===== config.mk =====
export PLATFORM = sky130hd
export DESIGN_NAME = uart_receiver_flat
export DESIGN_NICKNAME = d
export VERILOG_FILES = /design/src/rtl/uart_receiver_if.sv /design/src/rtl/uart_receiver.sv /design/src/flat_wrapper.sv
export SDC_FILE = /design/constraint.sdc
export NUM_CORES = 1
export LEC_CHECK = 0
export ABC_AREA = 1
export CAP_MARGIN = 40
export CORE_UTILIZATION = 36
export DETAILED_ROUTE_END_ITERATION = 6
export GPL_ROUTABILITY_DRIVEN = 1
export SETUP_SLACK_MARGIN = 0.5
export SLEW_MARGIN = 20
export SYNTH_ARGS = -nofsm -noshare
export SYNTH_HDL_FRONTEND = slang
export SYNTH_SLANG_ARGS = --single-unit

===== constraint.sdc =====
create_clock -name ipclk -period 1.3 [get_ports ipclk]
set_input_delay 0.39 -clock ipclk [delete_from_list [all_inputs] [get_ports ipclk]]
set_output_delay 0.39 -clock ipclk [all_outputs]
set_load 0.005 [all_outputs]

===== src/rtl/uart_receiver_if.sv =====
// uart_receiver_if: receive-side bundle; parity_err exists only when UART_RX_PARITY_EN is defined
// Signals: rx serial line in; dataout byte, valid/frame_err[/parity_err] pulses and busy flag out of the receiver
interface uart_receiver_if;
  logic       rx;
  logic [7:0] dataout;
  logic       valid;
  logic       frame_err;
  logic       busy;
`ifdef UART_RX_PARITY_EN
  logic       parity_err;
`endif
  modport master (
    output rx,
    input  dataout,
    input  valid,
    input  frame_err,
    input  busy
`ifdef UART_RX_PARITY_EN
    , input parity_err
`endif
  );
  modport slave (
    input  rx,
    output dataout,
    output valid,
    output frame_err,
    output busy
`ifdef UART_RX_PARITY_EN
    , output parity_err
`endif
  );
endinterface


===== src/rtl/uart_receiver.sv =====
// uart_receiver: UART receive stage, 8N1 by default, 8E1 with parity_err when UART_RX_PARITY_EN is defined
// Ports: ipclk clock; rst synchronous active-high reset; bus (slave) carries rx in and dataout/valid/frame_err/busy[/parity_err] out
module uart_receiver #(
  parameter int CLKS_PER_BIT = 16
) (
  input logic            ipclk,
  input logic            rst,
  uart_receiver_if.slave bus
);
  localparam int HALF_BIT = CLKS_PER_BIT / 2;
  localparam int CW = $clog2(CLKS_PER_BIT);
`ifdef UART_RX_PARITY_EN
  typedef enum logic [2:0] {IDLE, START, DATA, PARITY, STOP, WAIT_IDLE} state_t;
`else
  typedef enum logic [2:0] {IDLE, START, DATA, STOP, WAIT_IDLE} state_t;
`endif
  state_t        state_q, state_d;
  logic [1:0]    sync_q;
  logic          rx_s;
  logic [CW-1:0] timer_q, timer_d;
  logic [2:0]    idx_q, idx_d;
  logic [7:0]    shift_q, shift_d, dataout_q, dataout_d;
  logic          valid_q, valid_d, ferr_q, ferr_d;
  logic          bit_end;
`ifdef UART_RX_PARITY_EN
  logic          par_q, par_d, perr_q, perr_d;
  assign bus.parity_err = perr_q;
`endif
  assign rx_s          = sync_q[1];
  assign bit_end       = timer_q == CW'(CLKS_PER_BIT - 1);
  assign bus.dataout   = dataout_q;
  assign bus.valid     = valid_q;
  assign bus.frame_err = ferr_q;
  assign bus.busy      = state_q != IDLE;
  always_ff @(posedge ipclk) begin
    if (rst) begin
      state_q   <= IDLE;
      sync_q    <= 2'b11;
      timer_q   <= '0;
      idx_q     <= '0;
      shift_q   <= '0;
      dataout_q <= '0;
      valid_q   <= 1'b0;
      ferr_q    <= 1'b0;
`ifdef UART_RX_PARITY_EN
      par_q     <= 1'b0;
      perr_q    <= 1'b0;
`endif
    end else begin
      state_q   <= state_d;
      sync_q    <= {sync_q[0], bus.rx};
      timer_q   <= timer_d;
      idx_q     <= idx_d;
      shift_q   <= shift_d;
      dataout_q <= dataout_d;
      valid_q   <= valid_d;
      ferr_q    <= ferr_d;
`ifdef UART_RX_PARITY_EN
      par_q     <= par_d;
      perr_q    <= perr_d;
`endif
    end
  end
  always_comb begin
    state_d   = state_q;
    timer_d   = timer_q + CW'(1);
    idx_d     = idx_q;
    shift_d   = shift_q;
    dataout_d = dataout_q;
    valid_d   = 1'b0;
    ferr_d    = 1'b0;
`ifdef UART_RX_PARITY_EN
    par_d     = par_q;
    perr_d    = 1'b0;
`endif
    case (state_q)
      IDLE: begin
        timer_d = '0;
        state_d = rx_s ? IDLE : START;
      end
      START: if (timer_q == CW'(HALF_BIT - 1)) begin
        timer_d = '0;
        idx_d   = '0;
        state_d = rx_s ? IDLE : DATA;
      end
      DATA: if (bit_end) begin
        timer_d         = '0;
        shift_d[idx_q]  = rx_s;
        idx_d           = idx_q + 3'd1;
`ifdef UART_RX_PARITY_EN
        state_d = idx_q == 3'd7 ? PARITY : DATA;
`else
        state_d = idx_q == 3'd7 ? STOP : DATA;
`endif
      end
`ifdef UART_RX_PARITY_EN
      PARITY: if (bit_end) begin
        timer_d = '0;
        par_d   = rx_s;
        state_d = STOP;
      end
`endif
      STOP: if (bit_end) begin
        // Leaving at mid-stop-bit lets a zero-gap start edge be caught from IDLE
        timer_d = '0;
        state_d = rx_s ? IDLE : WAIT_IDLE;
        ferr_d  = !rx_s;
`ifdef UART_RX_PARITY_EN
        perr_d    = rx_s && (^{shift_q, par_q});
        valid_d   = rx_s && !(^{shift_q, par_q});
`else
        valid_d   = rx_s;
`endif
        dataout_d = valid_d ? shift_q : dataout_q;
      end
      WAIT_IDLE: begin
        timer_d = '0;
        state_d = rx_s ? IDLE : WAIT_IDLE;
      end
      default: state_d = IDLE;
    endcase
  end
endmodule

===== src/flat_wrapper.sv =====
// flat-port wrapper written by rule: the top's interface ports become plain ports
module uart_receiver_flat 
#(
  parameter int CLKS_PER_BIT = 16
)
  (ipclk, rst, bus_rx, bus_dataout, bus_valid, bus_frame_err, bus_busy);
  uart_receiver_if bus_i ();
  input logic ipclk;
  input logic rst;
  input wire logic [$bits(bus_i.rx)-1:0] bus_rx;
  output wire logic [$bits(bus_i.dataout)-1:0] bus_dataout;
  output wire logic [$bits(bus_i.valid)-1:0] bus_valid;
  output wire logic [$bits(bus_i.frame_err)-1:0] bus_frame_err;
  output wire logic [$bits(bus_i.busy)-1:0] bus_busy;
  assign bus_i.rx = bus_rx;
  assign bus_dataout = bus_i.dataout;
  assign bus_valid = bus_i.valid;
  assign bus_frame_err = bus_i.frame_err;
  assign bus_busy = bus_i.busy;
  uart_receiver #(.CLKS_PER_BIT(CLKS_PER_BIT)) u_core (.ipclk(ipclk), .rst(rst), .bus(bus_i));
endmodule

## Yosys cells after proc, flatten, opt, wreduce, memory -nomap -nowiden

Cells that the tools add are included.

| storage, ports and cells | value |
|---|---|
| logic and storage cells | 53 |
| output and inout bits | 11 |
| register bits after elaboration | 30 |
| bits of input ports | 3 |

| cells by class | value |
|---|---|
| $add $sub $neg | 2 |
| bitwise logic cells | 2 |
| equal/unequal tests | 10 |
| multiplexer cells | 17 |
| magnitude comparators | 2 |
| reduce and logical (&&, ||, !) cells | 12 |

Operators by type and width:

| operator | count |
|---|---|
| 3-bit two-way mux | 6 |
| 3-bit case mux with 5 select lines | 1 |
| 4-bit case mux with 3 select lines | 1 |
| 3-bit AND reduction | 3 |
| 8-bit bitwise mux | 1 |
| 4-bit two-way mux | 2 |
| 3-bit by 2-bit == test with 1-bit output (second input constant) | 2 |
| 3-bit == test (second input constant) | 2 |
| 2-bit by 1-bit != test with 1-bit output (second input constant) | 3 |
| 3-bit case mux with 2 select lines | 1 |
| 4-bit by 1-bit adder with 4-bit output (second input constant) | 1 |
| 4-bit by 3-bit == test with 1-bit output (second input constant) | 1 |
| 4-bit == test (second input constant) | 1 |
| 3-bit by 4-bit < comparator with 1-bit output (second input constant) | 1 |
| 2-bit OR reduction | 2 |
| 3-bit by 1-bit adder with 3-bit output (second input constant) | 1 |
| 1-bit demux with 3-bit select | 1 |
| 3-bit by 1-bit == test with 1-bit output (second input constant) | 1 |
| 3-bit by 1-bit >= comparator with 1-bit output (second input constant) | 1 |
| 3-bit logical NOT | 1 |
| 1-bit two-way mux | 3 |
| 3-bit nonzero test | 1 |
| 3-bit OR reduction | 1 |
| 2-bit two-way mux | 1 |
| other kinds (5) | 6 |

## Logic depth before layout (Yosys ltp)

Gate-level depths: netlist (run 1).

| depth | value |
|---|---|
| depth after elaboration | 5 |
| mapped depth | 8 |
| mapped depth without buffers | 8 |

## Worst setup path after synthesis (run 1)

Ideal clock, no wire load.

| timing path | value |
|---|---|
| path kind | reg-to-reg |
| start | reg u_core.timer_q[0] |
| end | reg u_core.idx_q[2] |
| library setup time | 0.115 ns |
| path slack | 0.020 ns |
| clock period less this slack | 1.280 ns |
| cell stages (with the launch flop) | 9 |
| required time | 1.185 ns |
| arrival time | 1.165 ns |
| path buffers | 0 |
| cell sequence | dfxtp_1 -> ha_1 -> nand2_1 -> nor2_2 -> nand2_1 -> nand2_1 -> nand3_1 -> nand2_1 -> nor2_1 |

| on the way | value |
|---|---|
| cells in the longest elaborated chain, start to end | 3 |
| elaborated cells between the ends (all ways) | 5 |
| those cells by class | eq/ne (4); reduce/logical (1) |

RTL lines:

| item | RTL line | source |
|---|---|---|
| from (decl) | uart_receiver.sv:20 | `logic [CW-1:0] timer_q, timer_d;` |
| from (signal assigned) | uart_receiver.sv:52 | `timer_q <= timer_d;` |
| 4-bit == test or 4-bit by 3-bit == test with 1-bit output (tied branches) | uart_receiver.sv:30, uart_receiver.sv:81 |  |
| 2-bit by 1-bit != test with 1-bit output (no source line) | - |  |
| 3-bit AND reduction (no source line) (*) | - |  |
| to (signal assigned) | uart_receiver.sv:53 | `idx_q <= idx_d;` |
| to (decl) | uart_receiver.sv:21 | `logic [2:0] idx_q, idx_d;` |

Mark *: on every way between the ends. The rest lies on a longest branch, timed or not.
A chain may end at the register's enable or synchronous reset.

## Worst setup path after layout (run 1)

| timing path | value |
|---|---|
| start | reg u_core.state_q[1] |
| end | reg u_core.shift_q[3] |

| on the way | value |
|---|---|
| cells in the longest elaborated chain, start to end | 2 |

RTL lines:

| item | RTL line | source |
|---|---|---|
| from (decl) | uart_receiver.sv:17 | `state_t state_q, state_d;` |
| from (signal assigned) | uart_receiver.sv:50 | `state_q <= state_d;` |
| 3-bit by 2-bit == test with 1-bit output | uart_receiver.sv:76 | `case (state_q)` |
| 2-bit AND reduction (no source line) | - |  |
| to (signal assigned) | uart_receiver.sv:54 | `shift_q <= shift_d;` |
| to (decl) | uart_receiver.sv:22 | `logic [7:0] shift_q, shift_d, dataout_q, dataout_d;` |

No other way between the ends.

==> results of run 1 <==
==> cell type report <==
cell class / instances / area, um2
flip-flops and latches: 30 / 618.1
fillers: 316 / 1478
repair buffers: 35 / 271.5
clock inverters: 1 / 30.03
clock buffers: 6 / 82.58
well taps: 46 / 57.56
multi-input cells: 135 / 839.6
inverters: 16 / 65.06
==> stage by stage <==
stage	cells	util [%]	instance area (um2)
after detailed placement	250	47.91	1649
final	269	57.07	1964
after CTS	264	52.89	1821
after floorplan	184	-	1425
after global placement	250	47.91	1649
after global routing	269	57.07	1964
==> where the power goes <==
group / total, W / internal, W / switching (W)
sequential: 0.000971 / 0.000943 / 0.0000280
clock: 0.000939 / 0.000612 / 0.000327
combinational: 0.000300 / 0.000131 / 0.000170
total: 0.00221 / 0.00169 / 0.000525
==> flip-flops by register name, summed over array words and instances, names as in the netlist <==
register	flops
u_core.bus.dataout	8
u_core.bus.frame_err	1
u_core.bus.valid	1
u_core.idx_q	3
u_core.shift_q	8
u_core.state_q	3
u_core.sync_q	2
u_core.timer_q	4
==> cell families after synthesis <==
logic type	after synthesis
flops	30
fa+ha+maj	3
simple gates	108
compound gates	23
buf+inv	20
==> critical path, delay by kind of cell, from the launching register on <==
family,cells,cell delay (ps)
simple gates,5,630
flops,1,360
buf+inv,2,160
compound gates,1,50
==> metal layers <==
layer  share of wire, %  GRT usage (%)  wire length (um)  up-vias
met5                  0              0                 0        -
li1                   -              -                 -      664
met3                3.0          4.380                91        5
met2                 51          29.21              1528       23
met1                 44          19.33              1322      576
met4                1.5          6.105                44        0
==> placed cells by master, fill, tap and decap left out, types with 2 or more instances in the layout <==
cell type  count
dfxtp_1       16
a21oi_2        7
nor2_2         6
ha_1           2
a21oi_1       10
nand3_4        2
nor2_1        18
clkbuf_2       4
or2_4          2
nor2_4         5
o21ai_0        3
nor3_1         5
inv_1          9
inv_2          6
buf_2          5
nand2_2        8
nand2_1       42
nand3_2        7
nand3_1        8
clkbuf_8       6
dfxtp_2       14
nand2_4        5
buf_6          7
buf_4         17
==> repair_timing <==
item,CTS,global route
gates cloned,1,0
gates resized for setup,47,44
setup endpoints to repair,41,39
hold endpoints to repair,0,0
pin swaps,16,15
setup buffers,6,5
==> worst max-delay path by stage <==
stage / start / end / cells after the start
global placement: rst / u_core.timer_q[3]$_SDFF_PP0_ / 6
floorplan: u_core.timer_q[1]$_SDFF_PP0_ / u_core.shift_q[2]$_SDFFE_PP0P_ / 8
detailed placement: rst / u_core.shift_q[5]$_SDFFE_PP0P_ / 5
finish: u_core.state_q[1]$_SDFFE_PP0P_ / u_core.shift_q[3]$_SDFFE_PP0P_ / 8
CTS: u_core.state_q[0]$_SDFFE_PP0P_ / bus_busy / 3
global route: u_core.state_q[1]$_SDFFE_PP0P_ / u_core.shift_q[1]$_SDFFE_PP0P_ / 7
==> impl_metrics.env, run 1 <==
export IMPL_rr_startpoint="u_core.state_q[1]$_SDFFE_PP0P_"
export IMPL_hp_start="bus_rx"
export IMPL_grt_pass1_vias=1179
export IMPL_hp_class="input pin to register"
export IMPL_diodes=0
export IMPL_synth_compound_area_share_pct=9.605
export IMPL_yosysTopAreaCell="dfxtp_1"
export IMPL_gr_usage_all_layers_pct=16.68
export IMPL_synthAdderAreaFrac_pct=2.825
export IMPL_critPathLaunchType="register"
export IMPL_core_area_mm2=0.003442
export IMPL_fin_crit_sh_pct=100.6
export IMPL_syn_area_mm2=0.001329
export IMPL_synth_xor_area_share_pct=0
export IMPL_slew_violations=0
export IMPL_syn_to_final_growth_pct=47.83
export IMPL_routed_wl_um=2986
export IMPL_die_area_mm2=0.003938
export IMPL_period_minus_slack_ps=1307
export IMPL_clock_latency_ps=270
export IMPL_fin_total_pwr_w=0.002211
export IMPL_die_h_um=62.76
export IMPL_seq_area_frac_synth_pct=45.20
export IMPL_worst_path_max_delay_cell="dfxtp_2"
export IMPL_cts_sinks=30
export IMPL_rsz0062_at_grt="true"
export IMPL_endpoint_kind="register"
export IMPL_drt_pass1_iterations=4
export IMPL_grt_pass1_wl_um=5230
export IMPL_synth_cell_types=22
export IMPL_antenna_found_initial=0
export IMPL_grt_max_degree=13
export IMPL_whs_path_depth=2
export IMPL_synth_most_common_cell="nand2_1"
export IMPL_cts_buffers=5
export IMPL_dr_total_vias=1268
export IMPL_portBuffers=13
export IMPL_hold_violations=0
export IMPL_fin_nets=229
export IMPL_crit_top_cell="nand2_1"
export IMPL_synth_top_family_by_area="simple AND/OR/NAND/NOR gates"
export IMPL_slew_headroom_pct=73.23
export IMPL_violations="setup timing"
export IMPL_synth_async_sr_flop_share_pct=0
export IMPL_whs_ps=430.2
export IMPL_cp_required_ps=1460
export IMPL_postRouteAntennaNets=0
export IMPL_grt_overflow_total=0
export IMPL_r2r_end="u_core.shift_q[3]$_SDFFE_PP0P_"
export IMPL_worstMarginPinSlew_ps=398.5
export IMPL_max_clock_freq_mhz=765.0
export IMPL_synth_top_area_share_pct=45.20
export IMPL_power_density_mw_per_mm2=1125
export IMPL_ys_seq_elements=30
export IMPL_synth_main_ff_cell="dfxtp_1"
export IMPL_muxShareOfSynthArea_pct=0
export IMPL_worst_slack_ps=-7.257
export IMPL_cts_tree="yes"
export IMPL_post_route_drc_count=0
export IMPL_reg2reg_slack_ps=-7
export IMPL_io_pins=14
export IMPL_setup_tns_final_ps=-10.67
export IMPL_drt_iter0_markers=41
export IMPL_syn_inst=184
export IMPL_die_w_um=62.76
export IMPL_hold_buffers=0
export IMPL_drive_gt1_share_pct=48.43
export IMPL_synth_fp_nets=190
export IMPL_dp_slack_ps=-60.76
export IMPL_routed_via_density=4.714
export IMPL_cap_violations=0
export IMPL_avgSynthCellArea_um2=7.222
export IMPL_fin_worst_skew_ps=3.161
export IMPL_ir_drop_mv=0.4609
export IMPL_status="finished with violations"
export IMPL_cts_root_buf="clkbuf_8"
export IMPL_crit_fanout=8
export IMPL_row_count=21
export IMPL_min_to="u_core.sync_q[0]$_SDFF_PP1_"
export IMPL_setup_viol=3
export IMPL_arrival_ps=1470
export IMPL_clk_pin_slew_worst_paths_ps=60
export IMPL_cpPeakStageDelay_ps=360
export IMPL_place_congestion=0.8828
export IMPL_cts_max_path_buffers=2
export IMPL_p_leak_nw=0.8171
export IMPL_synth_simple_area_share_pct=36.16
export IMPL_yosys_warnings=0
export IMPL_htreeDepth=2
export IMPL_synth_edf_count=0
export IMPL_synth_commonest_cells="nand2_1 (53), dfxtp_1 (30), nor2_1 (25), a21oi_1 (17), nand3_1 (15)"
export IMPL_initial_utilization_pct=38.60
export IMPL_cp_cell_sequence="buf_6 > inv_2 > nor2_2 > nand2_2 > nor2_4 > nand2_1 > nand2_1 > a21oi_1"
export IMPL_rr_worst_depth=8
export IMPL_routedWlPerCell_um=11.10
export IMPL_dpl_hpwl_um=2017
export IMPL_synthTopCellsByArea="dfxtp_1 (45%), nand2_1 (15%), nor2_1 (7.1%), a21oi_1 (6.4%), nand3_1 (5.6%)"
export IMPL_critPathKind="register to register"
Power figures use the tool's default switching activity.
==> inputs of run 2 (changes only) <==
- CTS_BUF_LIST: not set -> sky130_fd_sc_hd__clkbuf_16
==> impl_metrics.env, run 2 (synthesized netlist as in run 1, its figures left out) <==
export IMPL_status="finished with violations"
export IMPL_violations="setup timing"
export IMPL_arrival_ps=1480
export IMPL_place_congestion=0.8828
export IMPL_cp_cell_sequence="buf_6 > inv_2 > nor2_2 > nand2_2 > nor2_4 > nand2_1 > nand2_1 > a21oi_2"
export IMPL_cts_max_path_buffers=2
export IMPL_antenna_found_initial=0
export IMPL_ir_drop_mv=0.7695
export IMPL_core_area_mm2=0.003442
export IMPL_clock_latency_ps=270
export IMPL_drive_gt1_share_pct=50.45
export IMPL_diodes=0
export IMPL_grt_max_degree=13
export IMPL_p_sw_share_pct=22.55
export IMPL_fin_crit_sh_pct=101.1
export IMPL_layout_cells_most_common="nand2_1"
export IMPL_die_w_um=62.76
export IMPL_hp_class="input pin to register"
export IMPL_sequentialPowerShare_pct=38.6
export IMPL_postRouteAntennaNets=0
export IMPL_portBuffers=13
export IMPL_drt_pass1_iterations=4
export IMPL_routed_wl_um=3085
export IMPL_multi_input_area_um2=840.8
export IMPL_initial_utilization_pct=38.60
export IMPL_critPathLaunchType="register"
export IMPL_crit_fanout=8
export IMPL_clk_pin_slew_worst_paths_ps=50
export IMPL_die_area_mm2=0.003938
export IMPL_htreeDepth=2
export IMPL_cts_buffers=5
export IMPL_cp_required_ps=1460
export IMPL_clock_power_share_pct=49.8
export IMPL_endpoint_kind="register"
export IMPL_critPathKind="register to register"
export IMPL_crit_top_cell="nand2_1"
export IMPL_io_pins=14
export IMPL_cts_sinks=30
export IMPL_final_area_mm2=0.002009
export IMPL_post_route_drc_count=0
export IMPL_p_sw_w=0.0005684
export IMPL_place_area_mm2=0.001649
export IMPL_grt_overflow_total=0
export IMPL_fillers=315
export IMPL_slew_headroom_pct=72.33
export IMPL_p_comb_share_pct=11.6
export IMPL_fin_nets=230
export IMPL_setup_viol=1
export IMPL_worstMarginPinSlew_ps=411.9
export IMPL_slew_violations=0
export IMPL_worst_slack_ps=-14.93
export IMPL_whs_path_depth=2
export IMPL_row_count=21
export IMPL_max_clock_freq_mhz=760.5
export IMPL_routedWlPerCell_um=11.43
export IMPL_dr_total_vias=1295
export IMPL_routed_via_density=4.796
export IMPL_internal_power_w=0.001952
export IMPL_drt_iter0_markers=44
export IMPL_period_minus_slack_ps=1315
export IMPL_die_h_um=62.76
export IMPL_hold_violations=0
export IMPL_final_cell_mix="nand2_1 (38), buf_4 (19), nor2_1 (18), dfxtp_1 (16), dfxtp_2 (14)"
export IMPL_power_density_mw_per_mm2=1254
export IMPL_rsz0062_at_grt="true"
export IMPL_cap_violations=0
export IMPL_regArea_um2=618.1
export IMPL_cpPeakStageDelay_ps=350
export IMPL_p_leak_nw=0.8639
export IMPL_dpl_hpwl_um=2017
export IMPL_gr_usage_all_layers_pct=16.92
export IMPL_whs_ps=432.4
export IMPL_cts_tree="yes"
export IMPL_syn_to_final_growth_pct=51.22
export IMPL_cts_root_buf="clkbuf_16"
export IMPL_worst_path_max_delay_cell="dfxtp_2"
export IMPL_grt_pass1_vias=1204
export IMPL_fin_worst_skew_ps=2.625
export IMPL_grt_pass1_wl_um=5244
export IMPL_rr_worst_depth=8
-- run 2: cell types whose count changed in the layout (fill, tap and decap cells not counted), sizes merged --
cell | before | now
clkbuf | 10 | 6
nand3 | 17 | 16
clkinv | 1 | 2
buf | 29 | 33
nand2 | 55 | 56
-- run 2: worst max-delay path: cells and delay by family, from the launching register on --
family / cells / cell delay, ps
and+or+nand+nor: 5 / 660
DFF: 1 / 350
buffers and inverters: 2 / 150
AOI/OAI and AO/OA: 1 / 50
-- run 2: what timing repair did --
item | CTS | global route
gates cloned | 0 | 1
endpoints found under the setup margin | 41 | 40
hold buffers | 0 | 0
gates resized for setup | 53 | 44
pin swaps | 10 | 16
setup buffers | 3 | 9
-- run 2: final timing paths --
path / startpoint / to / slack [ps]
worst max-delay path: u_core.state_q[1]$_SDFFE_PP0P_ / u_core.shift_q[3]$_SDFFE_PP0P_ / -10
worst min-delay path: bus_rx / u_core.sync_q[0]$_SDFF_PP1_ / 430
worst max register to register: u_core.state_q[1]$_SDFFE_PP0P_ / u_core.shift_q[3]$_SDFFE_PP0P_ / -10
worst min register to register: u_core.sync_q[0]$_SDFF_PP1_ / u_core.sync_q[1]$_SDFF_PP1_ / 440
-- run 2: final cells by class --
cell class	instances	area share [%]
clock inverters	2	1.681
well taps	46	2.864
clock buffers	5	6.227
inverters	16	3.238
flip-flops and latches	30	30.76
multi-input cells	135	41.84
repair buffers	36	13.39
-- run 2: power by group through the flow --
stage                     logic (W)  registers, W  clock network (W)
after floorplan            0.000163      0.000988                  0
after global placement     0.000228      0.000988                  0
after detailed placement   0.000234      0.000990                  0
after CTS                  0.000257      0.000971            0.00127
after global routing       0.000319      0.000974            0.00133
final                      0.000292      0.000973            0.00125
-- run 2: layer usage --
| metal | up-vias | part of all wire (%) | GRT usage (%) |
|---|---|---|---|
| met1 | 599 | 40 | 18.69 |
| met3 | 7 | 3.7 | 5.109 |
| met4 | 0 | 2.3 | 8.140 |
| met2 | 21 | 54 | 29.35 |
| met5 | - | 0 | 0 |
| li1 | 668 | - | - |
-- run 2: per-stage QoR --
step / instances / util, % / setup WS, ps / power, W / TNS, ps
floorplan: 184 / - / 144.8 / 0.001151 / 0
global placement: 250 / 47.91 / -55.52 / 0.001217 / -450.4
detailed placement: 250 / 47.91 / -60.76 / 0.001223 / -614.8
CTS: 260 / 53.62 / 28.79 / 0.002500 / 0
global route: 270 / 58.38 / -97.93 / 0.002626 / -1386
finish: 270 / 58.38 / -14.93 / 0.002520 / -14.93
